==> src/rtl/jpeg_decoder_bit_buffer_if.sv <==
// Stream-side and consumer-side signals of the JPEG bit buffer.
// slave: the bit buffer itself; master: the FIFO/parser side driving it.
// Control flush_i rides with the bus so a new image resets both sides together.
interface jpeg_decoder_bit_buffer_if;
  logic        flush_i;
  logic [31:0] data_i;
  logic        data_valid_i;
  logic        data_pop_o;
  logic        stuff_en_i;
  logic [31:0] bits_o;
  logic [6:0]  level_o;
  logic        consume_i;
  logic [5:0]  consume_bits_i;
  logic        underflow_o;

  modport slave (
    input  flush_i, data_i, data_valid_i, stuff_en_i, consume_i, consume_bits_i,
    output data_pop_o, bits_o, level_o, underflow_o
  );

  modport master (
    output flush_i, data_i, data_valid_i, stuff_en_i, consume_i, consume_bits_i,
    input  data_pop_o, bits_o, level_o, underflow_o
  );
endinterface

==> src/rtl/jpeg_decoder_bit_buffer.sv <==
// Bit buffer: pops 32-bit FIFO words, strips FF00 stuffing, presents a 32-bit MSB-first peek window.
// Latency: a word popped or bits consumed in cycle N are visible in cycle N+1.
// Backpressure: pops only while 32 or fewer bits are held; pop never depends on same-cycle consume.
module jpeg_decoder_bit_buffer (
  input  logic                            clk_i,
  input  logic                            rst_i,
  jpeg_decoder_bit_buffer_if.slave        bus
);

  logic [63:0] buf_q, buf_d;
  logic [6:0]  level_q, level_d;
  logic        prev_ff_q, prev_ff_d;
  logic        underflow_q, underflow_d;

  logic        pop_w;
  logic [31:0] kept_w;
  logic [2:0]  kept_cnt_w;
  logic        pf_w;
  logic [7:0]  byte_w;
  logic [5:0]  cons_w;
  logic        under_w;
  logic [6:0]  rem_w;
  logic [63:0] base_w;

  // Room check uses registered level only; reset holds the pop low.
  assign pop_w = bus.data_valid_i & (level_q <= 7'd32) & ~bus.flush_i & ~rst_i;

  // Byte filter: walk bytes 0..3 in stream order, drop 00 after FF when stuffing is on,
  // and pack survivors MSB-justified.
  always_comb begin
    kept_w     = '0;
    kept_cnt_w = '0;
    pf_w       = prev_ff_q;
    byte_w     = '0;
    for (int i = 0; i < 4; i++) begin
      byte_w = bus.data_i[8*i +: 8];
      if (bus.stuff_en_i && pf_w && (byte_w == 8'h00)) begin
        pf_w = 1'b0;
      end else begin
        kept_w     = kept_w | ({byte_w, 24'h0} >> {kept_cnt_w, 3'b000});
        kept_cnt_w = kept_cnt_w + 3'd1;
        pf_w       = (byte_w == 8'hFF);
      end
    end
    if (!bus.stuff_en_i) pf_w = 1'b0;
  end

  // Next state: drop consumed bits first, then append kept bytes right after the remaining bits.
  always_comb begin
    cons_w  = bus.consume_i ? bus.consume_bits_i : 6'd0;
    under_w = ({1'b0, cons_w} > level_q);
    if (under_w) begin
      rem_w  = '0;
      base_w = '0;
    end else begin
      rem_w  = level_q - {1'b0, cons_w};
      base_w = buf_q << cons_w;
    end
    buf_d       = base_w | (pop_w ? ({kept_w, 32'h0} >> rem_w) : 64'h0);
    level_d     = rem_w + (pop_w ? {1'b0, kept_cnt_w, 3'b000} : 7'd0);
    prev_ff_d   = pop_w ? pf_w : prev_ff_q;
    underflow_d = underflow_q | under_w;
    if (bus.flush_i) begin
      buf_d       = '0;
      level_d     = '0;
      prev_ff_d   = 1'b0;
      underflow_d = 1'b0;
    end
  end

  // State registers with asynchronous clear.
  always_ff @(posedge clk_i or posedge rst_i) begin
    if (rst_i) begin
      buf_q       <= '0;
      level_q     <= '0;
      prev_ff_q   <= 1'b0;
      underflow_q <= 1'b0;
    end else begin
      buf_q       <= buf_d;
      level_q     <= level_d;
      prev_ff_q   <= prev_ff_d;
      underflow_q <= underflow_d;
    end
  end

  assign bus.data_pop_o  = pop_w;
  assign bus.bits_o      = buf_q[63:32];
  assign bus.level_o     = level_q;
  assign bus.underflow_o = underflow_q;

endmodule

==> src/flat_wrapper.sv <==
// flat-port wrapper written by rule: the top's interface ports become plain ports
module jpeg_decoder_bit_buffer_flat 
  (clk_i, rst_i, bus_flush_i, bus_data_i, bus_data_valid_i, bus_stuff_en_i, bus_consume_i, bus_consume_bits_i, bus_data_pop_o, bus_bits_o, bus_level_o, bus_underflow_o);
  jpeg_decoder_bit_buffer_if bus_i ();
  input  logic clk_i;
  input  logic rst_i;
  input wire logic [$bits(bus_i.flush_i)-1:0] bus_flush_i;
  input wire logic [$bits(bus_i.data_i)-1:0] bus_data_i;
  input wire logic [$bits(bus_i.data_valid_i)-1:0] bus_data_valid_i;
  input wire logic [$bits(bus_i.stuff_en_i)-1:0] bus_stuff_en_i;
  input wire logic [$bits(bus_i.consume_i)-1:0] bus_consume_i;
  input wire logic [$bits(bus_i.consume_bits_i)-1:0] bus_consume_bits_i;
  output wire logic [$bits(bus_i.data_pop_o)-1:0] bus_data_pop_o;
  output wire logic [$bits(bus_i.bits_o)-1:0] bus_bits_o;
  output wire logic [$bits(bus_i.level_o)-1:0] bus_level_o;
  output wire logic [$bits(bus_i.underflow_o)-1:0] bus_underflow_o;
  assign bus_i.flush_i = bus_flush_i;
  assign bus_i.data_i = bus_data_i;
  assign bus_i.data_valid_i = bus_data_valid_i;
  assign bus_i.stuff_en_i = bus_stuff_en_i;
  assign bus_i.consume_i = bus_consume_i;
  assign bus_i.consume_bits_i = bus_consume_bits_i;
  assign bus_data_pop_o = bus_i.data_pop_o;
  assign bus_bits_o = bus_i.bits_o;
  assign bus_level_o = bus_i.level_o;
  assign bus_underflow_o = bus_i.underflow_o;
  jpeg_decoder_bit_buffer u_core (.clk_i(clk_i), .rst_i(rst_i), .bus(bus_i));
endmodule
==> config.mk <==
export PLATFORM = sky130hd
export DESIGN_NAME = jpeg_decoder_bit_buffer_flat
export DESIGN_NICKNAME = d
export VERILOG_FILES = /design/src/rtl/jpeg_decoder_bit_buffer_if.sv /design/src/rtl/jpeg_decoder_bit_buffer.sv /design/src/flat_wrapper.sv
export SDC_FILE = /design/constraint.sdc
export NUM_CORES = 1
export LEC_CHECK = 0
export CORE_MARGIN = 1
export CORE_UTILIZATION = 55
export CTS_CLUSTER_DIAMETER = 150
export DETAILED_ROUTE_END_ITERATION = 6
export GPL_TIMING_DRIVEN = 0
export PLACE_DENSITY = 0.79
export SETUP_SLACK_MARGIN = 0.4
export SLEW_MARGIN = 20
export SYNTH_ARGS = -nofsm -noshare
export SYNTH_HDL_FRONTEND = slang
export SYNTH_SLANG_ARGS = --single-unit
==> constraint.sdc <==
create_clock -name clk_i -period 3.96 [get_ports clk_i]
set_clock_uncertainty 0.05 [all_clocks]
set_input_delay 0.792 -clock clk_i [delete_from_list [all_inputs] [get_ports clk_i]]
set_output_delay 0.792 -clock clk_i [all_outputs]
set_load 0.01 [all_outputs]
==> run summary, run 1 <==
clock buffer depth -> 2
cts hold-fix bufs -> 0
prevailing post-synth register cell -> dfrtp_1
Ports -> 85
Fail Step -> global routing (5_1_grt)
Post-Syn Instances -> 1324
run status -> stopped before the end
register area share after synthesis -> 0.178
Ys Warns -> 0
syn avg cell area -> 7.75 um2
number of global-route vias before repair -> 15368
GPL Wtd Cong -> 1.09
Die Wd -> 139 um
synthesis-stage register bit count -> 73
Cell Area, Synth -> 10300 um2
FP Rows -> 49
Global Route Usage Sum -> 0.662
Yosys cell types -> 94
Run Error -> [ERROR GRT-0116] Global routing finished with congestion. Check the congestion regions in the DRC Viewer.
DP HPWL -> 39.5 mm
Port-buffer cells -> 76
largest net degree at the start of global routing -> 34
first-pass GRT wire length -> 95.8 mm
Sink Count -> 73
Initial Util -> 0.565
Die H -> 139 um
post-synth net total -> 1381
grt ovf -> 8
clock root cell -> clkbuf_16
total CTS buffers -> 9
async set-or-reset flop fraction in the synthesized netlist -> 1.00
Post-synth EDFFs -> 0
H-Tree Depth -> 3
## Yosys cell counts (6+ instances only)
library cell | n | area (um2)
or3_1 | 8 | 50.1
a22oi_1 | 15 | 113
mux2i_1 | 218 | 2180
a21oi_1 | 96 | 480
o21a_1 | 6 | 45.0
mux2_2 | 19 | 214
ha_1 | 11 | 138
nor2b_1 | 10 | 62.6
a21o_1 | 14 | 105
buf_2 | 7 | 35.0
nand3_1 | 39 | 195
nand2_1 | 133 | 499
o32ai_1 | 8 | 70.1
o21ai_1 | 9 | 45.0
nor2_1 | 132 | 495
o211ai_1 | 9 | 67.6
o211a_1 | 11 | 110
a211oi_1 | 33 | 248
nor3_1 | 36 | 180
a32oi_1 | 11 | 96.3
o22ai_1 | 43 | 269
nand4_1 | 10 | 62.6
o21ai_0 | 40 | 200
a221o_1 | 9 | 90.1
inv_1 | 15 | 56.3
and2_1 | 13 | 81.3
buf_1 | 18 | 67.6
a222oi_1 | 7 | 70.1
a31oi_1 | 11 | 68.8
buf_4 | 32 | 240
a311oi_1 | 7 | 61.3
clkbuf_1 | 75 | 282
a32o_1 | 7 | 70.1
a221oi_1 | 12 | 105
o22a_1 | 6 | 52.6
a22o_1 | 9 | 78.8
dfrtp_1 | 73 | 1830
## cells by family after synthesis
group | after synthesis | synth area share
AO/OA/AOI/OAI | 425 | 0.303
AND/OR/NAND/NOR | 411 | 0.183
multiplexers | 243 | 0.244
buffers and inverters | 153 | 0.0697
flip-flops | 73 | 0.178
adder cells (fa/ha/maj) | 13 | 0.0173
XOR/XNOR | 6 | 0.00512
## per-layer routing
metal,GRT usage,GRT overflow
met3,0.379,0
met1,0.699,0
met2,0.895,4
met5,0.0627,0
met4,0.677,4
## through the flow
step	hold WS (ps)	instance area [um2]	std cells	worst slack, ps	TNS, ps
4_1_cts	463	15100	1773	-315	-9260
2_1_floorplan	426	11000	1324	-180	-773
3_5_place_dp	449	12100	1631	-1810	-92080
3_3_place_gp	440	12000	1629	-1860	-90020
## timing repair
item,CTS
pin swaps,100
setup endpoints to repair,71
gates resized for setup,401
setup buffers,123
cloned,3
==> inputs of run 2 (changes only) <==
--- a/config.mk
+++ b/config.mk
@@ -6,12 +6,10 @@
 export NUM_CORES = 1
 export LEC_CHECK = 0
 export CORE_MARGIN = 1
-export CORE_UTILIZATION = 55
-export CTS_CLUSTER_DIAMETER = 150
+export CORE_UTILIZATION = 40
 export DETAILED_ROUTE_END_ITERATION = 6
 export GPL_TIMING_DRIVEN = 0
-export PLACE_DENSITY = 0.79
-export SETUP_SLACK_MARGIN = 0.4
+export PLACE_DENSITY_LB_ADDON = 0.15
 export SLEW_MARGIN = 20
 export SYNTH_ARGS = -nofsm -noshare
 export SYNTH_HDL_FRONTEND = slang
==> constraint.sdc (replaced) <==
create_clock -name clk_i -period 5.1 [get_ports clk_i]
set_clock_uncertainty 0.05 [all_clocks]
set_input_delay 1.02 -clock clk_i [delete_from_list [all_inputs] [get_ports clk_i]]
set_output_delay 1.02 -clock clk_i [all_outputs]
set_load 0.01 [all_outputs]
==> run summary, run 2 <==
Final nets -> 1499
syn avg cell area -> 7.75 um2
Hold Worst Slack -> 456 ps
DRT antenna net count -> 0
startpoint types -> input pin
GRT met3 Usage -> 0.0608
Place WS -> -2550 ps
GPL Wtd Cong -> 1.03
grt ovf -> 0
largest family of logic cells by synthesized area -> compound AO/OA/AOI/OAI gates
Cell Area, Synth -> 10300 um2
initial DRC count -> 1637
hold wc startpoint -> u_core.bus.underflow_o
Sink Count -> 73
sequential cell area -> 1830 um2
reg2reg end -> u_core.buf_q[26]
number of global-route vias before repair -> 11515
Most Crowded Layer GR -> met2
register area share after synthesis -> 0.178
prevailing post-synth register cell -> dfrtp_1
mux share of post-synthesis cell area -> 0.244
Port-buffer cells -> 76
async set-or-reset flop fraction in the synthesized netlist -> 1.00
final hold violations -> 0
area of the multi-input gates -> 8270 um2
post-synth net total -> 1381
CTS tree -> done
DP HPWL -> 40.9 mm
met1 usage -> 0.489
Yosys cell types -> 94
Yosys top cell area share -> 0.213
clock buffer depth -> 2
H-Tree Depth -> 3
clk_lat worst skew -> 360 ps
largest net degree at the start of global routing -> 50
routing usage on met2 -> 0.624
Post-Syn Instances -> 1324
simple-gate share of the synthesized area -> 0.183
max FFs per register -> 64
Worst Hold Class -> reg -> reg
Tcrit/Tclk final -> 0.988
fillers -> 2493
most instantiated library cell after synthesis -> mux2i_1
Die H -> 162 um
Max FO, Critical Path -> 10
most common cell after layout, fill and taps aside -> mux2i_1
Final Critical Period -> 5040 ps
Power Density -> 650 nW/um2
Initial Util -> 0.407
Hold EP -> u_core.bus.underflow_o
post-route DRC violation count -> 0
RSZ-0062 raised after global routing -> no
Via Count -> 12076
top cells by count, synth -> 218 x mux2i_1, 133 x nand2_1, 132 x nor2_1, 96 x a21oi_1, 75 x clkbuf_1
post-layout util -> 0.505
layout cell share with drive strength beyond 1 -> 0.200
FP Rows -> 58
Via density -> 6.79
Req. time, crit path -> 5320 ps
FF-to-FF Start -> u_core.prev_ff_q
Crit Path Category -> in -> reg
Max Fclk -> 0.198 GHz
Syn-to-layout area delta -> 24.1%
Synth Area in Adders -> 0.0173
WL final -> 51.1 mm
cell taking the most area after synthesis -> mux2i_1
Top reg by flops -> u_core.buf_q
Worst R2R Path Depth -> 14
Ys Warns -> 0
Slew headroom -> 0.341
Clock transition at path regs -> 60 ps
Hold Crit Depth -> 2
P_leak -> 5.42 nW
Die Wd -> 162 um
reg-to-reg slack, setup -> 890 ps
total CTS buffers -> 9
post-synthesis compound-gate area fraction -> 0.303
Die Area -> 26300 um2
commonest non-fill, non-tap cells in the layout -> 208 x mux2i_1, 127 x nand2_1, 125 x nor2_1
Post-synth EDFFs -> 0
initial antenna violation count -> 0
core area -> 25200 um2
clock root cell -> clkbuf_16
routed length per instance -> 28.7 um
CP endpoint kind -> register
Worst-Margin Slew -> 988 ps
placed cell areas -> 11500 um2
Ports -> 85
Final Max Slew Viols -> 0
first-pass GRT wire length -> 75.0 mm
Final setup viols -> 0
post-route cell area -> 12700 um2
Worst Path Arrival -> 5260 ps
drt first pass iters -> 6
setup ws final -> 60.8 ps
run status -> finished, final reports clean
worst vdd ir -> 500 uV
synthesis-stage register bit count -> 73
Global Route Usage Sum -> 0.386
Max-Cap Viols -> 0
Synth Area in XOR/XNOR -> 0.00512
top cells by area, synth -> mux2i_1 21%, dfrtp_1 18%, nand2_1 4.9%, nor2_1 4.8%, a21oi_1 4.7%
run 2: cell counts after synthesis:
No cell type changed its count.
run 2: timing repair:
item | 4_1_cts | 5_1_grt
gates cloned | 1 | 0
buffers inserted | 15 | 26
hold buffers | 0 | 0
setup endpoints to repair | 70 | 66
resized for setup | 141 | 56
pin swaps | 13 | 14
run 2: per-layer routing:
| layer | up-vias | wire, um | share of wire |
|---|---|---|---|
| li1 | 5303 | - | - |
| met1 | 5761 | 20100 | 0.39 |
| met2 | 821 | 23000 | 0.45 |
| met3 | 191 | 4650 | 0.091 |
| met4 | 0 | 3360 | 0.066 |
| met5 | - | 0 | 0 |
run 2: cell type report:
class / count / share of cell area
Timing Repair Buffer: 118 / 0.0877
Inverter: 19 / 0.00767
Clock inverter: 5 / 0.00491
Sequential cell: 73 / 0.144
Buffer: 122 / 0.0545
Antenna cell: 1 / 0.000197
Multi-Input combinational cell: 1099 / 0.650
Clock buffer: 11 / 0.0191
Tap cell: 330 / 0.0324
run 2: logic make-up after synthesis:
| kind of cell | Yosys count |
|---|---|
| AOI/OAI and AO/OA | 425 |
| xor gates and xnor gates | 6 |
| adders and majority gates | 13 |
| buffers and inverters | 153 |
| DFF | 73 |
| muxes | 243 |
| and+or+nand+nor | 411 |
run 2: worst max-delay path, cell delays in order:
cell and delay, ps:
clkdlybuf4s50_1 560, nor4bb_1 320, nand3_2 300, ha_4 390, buf_6 160, and2_1 220
nand3_2 160, o211ai_4 330, a32oi_1 200, a21o_1 300, or3_1 410, nor2_1 230
a21oi_1 70, o32ai_1 320, a22o_1 260
run 2: how the worst max path moves through the flow:
stage                                from                to  slack (ps)
floorplan           bus_consume_bits_i[0]  u_core.buf_q[18]          40
global placement                    rst_i  u_core.buf_q[52]       -2600
detailed placement          bus_consume_i  u_core.buf_q[34]       -2550
CTS                         bus_consume_i  u_core.buf_q[52]         -20
global route               bus_stuff_en_i  u_core.buf_q[23]          30
finish                     bus_stuff_en_i  u_core.buf_q[26]          60
run 2: power by group:
part	total [mW]	internal [mW]	switching, mW	leakage, nW
combinational	6.73	2.34	4.40	4.27
sequential	0.859	0.717	0.143	1.01
clock	0.680	0.396	0.283	0.143
run 2: per-stage QoR:
step | std cells | TNS (ps) | power, mW
final | 1778 | 0 | 8.27
after global routing | 1777 | 0 | 8.49
after CTS | 1751 | -32.4 | 7.69
after detailed placement | 1731 | -145730 | 6.40
after global placement | 1730 | -158620 | 6.43
after floorplan | 1324 | 0 | 4.29
Power figures use the tool's default switching activity.
==> inputs of run 3 (changes only) <==
--- a/config.mk
+++ b/config.mk
@@ -10,7 +10,6 @@
 export DETAILED_ROUTE_END_ITERATION = 6
 export GPL_TIMING_DRIVEN = 0
 export PLACE_DENSITY_LB_ADDON = 0.15
-export SLEW_MARGIN = 20
 export SYNTH_ARGS = -nofsm -noshare
 export SYNTH_HDL_FRONTEND = slang
 export SYNTH_SLANG_ARGS = --single-unit
==> run summary, run 3 (synthesis results as in run 2) <==
number of global-route vias before repair -> 11427
max FFs per register -> 64
DP HPWL -> 41.1 mm
Top reg by flops -> u_core.buf_q
initial antenna violation count -> 1
Buf/Inv on CP -> 3
Port-buffer cells -> 76
Via density -> 6.81
final total power -> 8.25 mW
Tcrit/Tclk final -> 0.978
Cell Count Post-Placement -> 1731
run status -> finished, final reports clean
Global Route Usage Sum -> 0.386
Crit Path Category -> in -> reg
Power Density -> 653 nW/um2
post-route DRC violation count -> 0
drt first pass iters -> 6
Req. time, crit path -> 5330 ps
routed length per instance -> 29.0 um
Place WS -> -2520 ps
Slew headroom -> 0.318
Die Area -> 26300 um2
GPL Wtd Cong -> 1.03
FP Rows -> 58
grt ovf -> 0
initial DRC count -> 1807
Worst-Margin Slew -> 1020 ps
Initial Util -> 0.407
worst vdd ir -> 456 uV
clk_lat worst skew -> 360 ps
Max-Cap Viols -> 0
first-pass GRT wire length -> 75.2 mm
setup ws final -> 113 ps
Final nets -> 1490
startpoint types -> input pin
Max stage delay on crit path -> 550 ps
WL final -> 51.2 mm
Final Critical Period -> 4990 ps
P_leak -> 5.37 nW
Sink Count -> 73
cts hold-fix bufs -> 0
core area -> 25200 um2
clock buffer depth -> 2
CP endpoint kind -> register
H-Tree Depth -> 3
total CTS buffers -> 9
crit-path cells -> clkdlybuf4s50_1, nor4bb_1, nand3_2, ha_4, buf_6, and2_1, clkbuf_1, a32oi_1, a21o_1, or3_1, nor2_1, a21oi_1, o32ai_1, a22o_1
largest net degree at the start of global routing -> 50
Ports -> 85
Worst Path Arrival -> 5210 ps
final hold violations -> 0
slowest cell on the critical path -> clkdlybuf4s50_1
Die Wd -> 162 um
final non-filler cell total -> 1768
commonest non-fill, non-tap cells in the layout -> 209 x mux2i_1, 127 x nand2_1, 124 x nor2_1
CTS tree -> done
Clock transition at path regs -> 70 ps
most common cell after layout, fill and taps aside -> mux2i_1
clock root cell -> clkbuf_16
DRT antenna net count -> 0
CP delay by family, top -> simple AND/OR/NAND/NOR gates
Via Count -> 12037
Setup TNS -> 0 ps
Final Max Slew Viols -> 0
layout cell share with drive strength beyond 1 -> 0.194
Worst Hold Class -> reg -> reg
Final setup viols -> 0
# diodes -> 0
Hold Worst Slack -> 462 ps
Die H -> 162 um
Max Fclk -> 0.201 GHz
Syn-to-layout area delta -> 23.2%
Max FO, Critical Path -> 10
[run 3: cell count changes in the layout (fill, tap and decap cells not counted), sizes merged]
cell	previous run	this run
o211ai	14	13
diode	1	0
inv	16	18
clkdlybuf4s50	72	71
dlymetal6s2s	4	5
o21ai	49	50
clkbuf	74	73
buf	101	91
[run 3: final timing paths]
kind / slack, ps / cells after the start / from / to
setup / recovery: 110 / 14 / bus_stuff_en_i / u_core.buf_q[26]
hold / removal: 460 / 2 / u_core.bus.underflow_o / u_core.bus.underflow_o
setup reg to reg: 920 / 13 / u_core.prev_ff_q / u_core.buf_q[26]
hold reg to reg: 460 / 2 / u_core.bus.underflow_o / u_core.bus.underflow_o
max in group asynchronous: 3470 / 3 / rst_i / u_core.buf_q[11]
min in group asynchronous: 950 / 2 / rst_i / u_core.buf_q[49]
[run 3: what timing repair did]
action                     CTS  global route
gates cloned                 1             0
pin swaps                   15            13
resized for setup          138            53
setup endpoints to repair   70            66
setup buffers               19            13
[run 3: routing by layer]
| metal | vias up | wire length (um) | GRT usage |
|---|---|---|---|
| li1 | 5268 | - | - |
| met1 | 5757 | 20400 | 0.496 |
| met2 | 829 | 23300 | 0.628 |
| met3 | 181 | 4520 | 0.0582 |
| met4 | 2 | 3030 | 0.195 |
| met5 | - | 8 | 0 |
[run 3: where the power goes]
part	switching [mW]	internal [mW]
logic	4.38	2.32
registers	0.144	0.716
clock network	0.303	0.390
[run 3: stage by stage]
step	utilization	instance area, um2
floorplan	-	10300
global placement	0.454	11400
detailed placement	0.455	11500
CTS	0.490	12300
global route	0.502	12600
finish	0.502	12600
[run 3: final cells by class]
cell class | count | area (um2)
plain buffers | 122 | 694
clock buffers | 9 | 225
clock inverters | 7 | 85.1
fillers | 2483 | 12500
inverters | 19 | 97.6
multi-input cells | 1099 | 8240
flip-flops and latches | 73 | 1830
well taps | 330 | 413
repair buffers | 109 | 1050
[run 3: worst register-to-register path: cells and delay by family (launching register included)]
| family | cells | cell delay (ps) |
|---|---|---|
| buffers and inverters | 2 | 590 |
| flip-flops | 1 | 370 |
| AND/OR/NAND/NOR | 5 | 1500 |
| AO/OA/AOI/OAI | 5 | 1220 |
| adder cells (fa/ha/maj) | 1 | 390 |
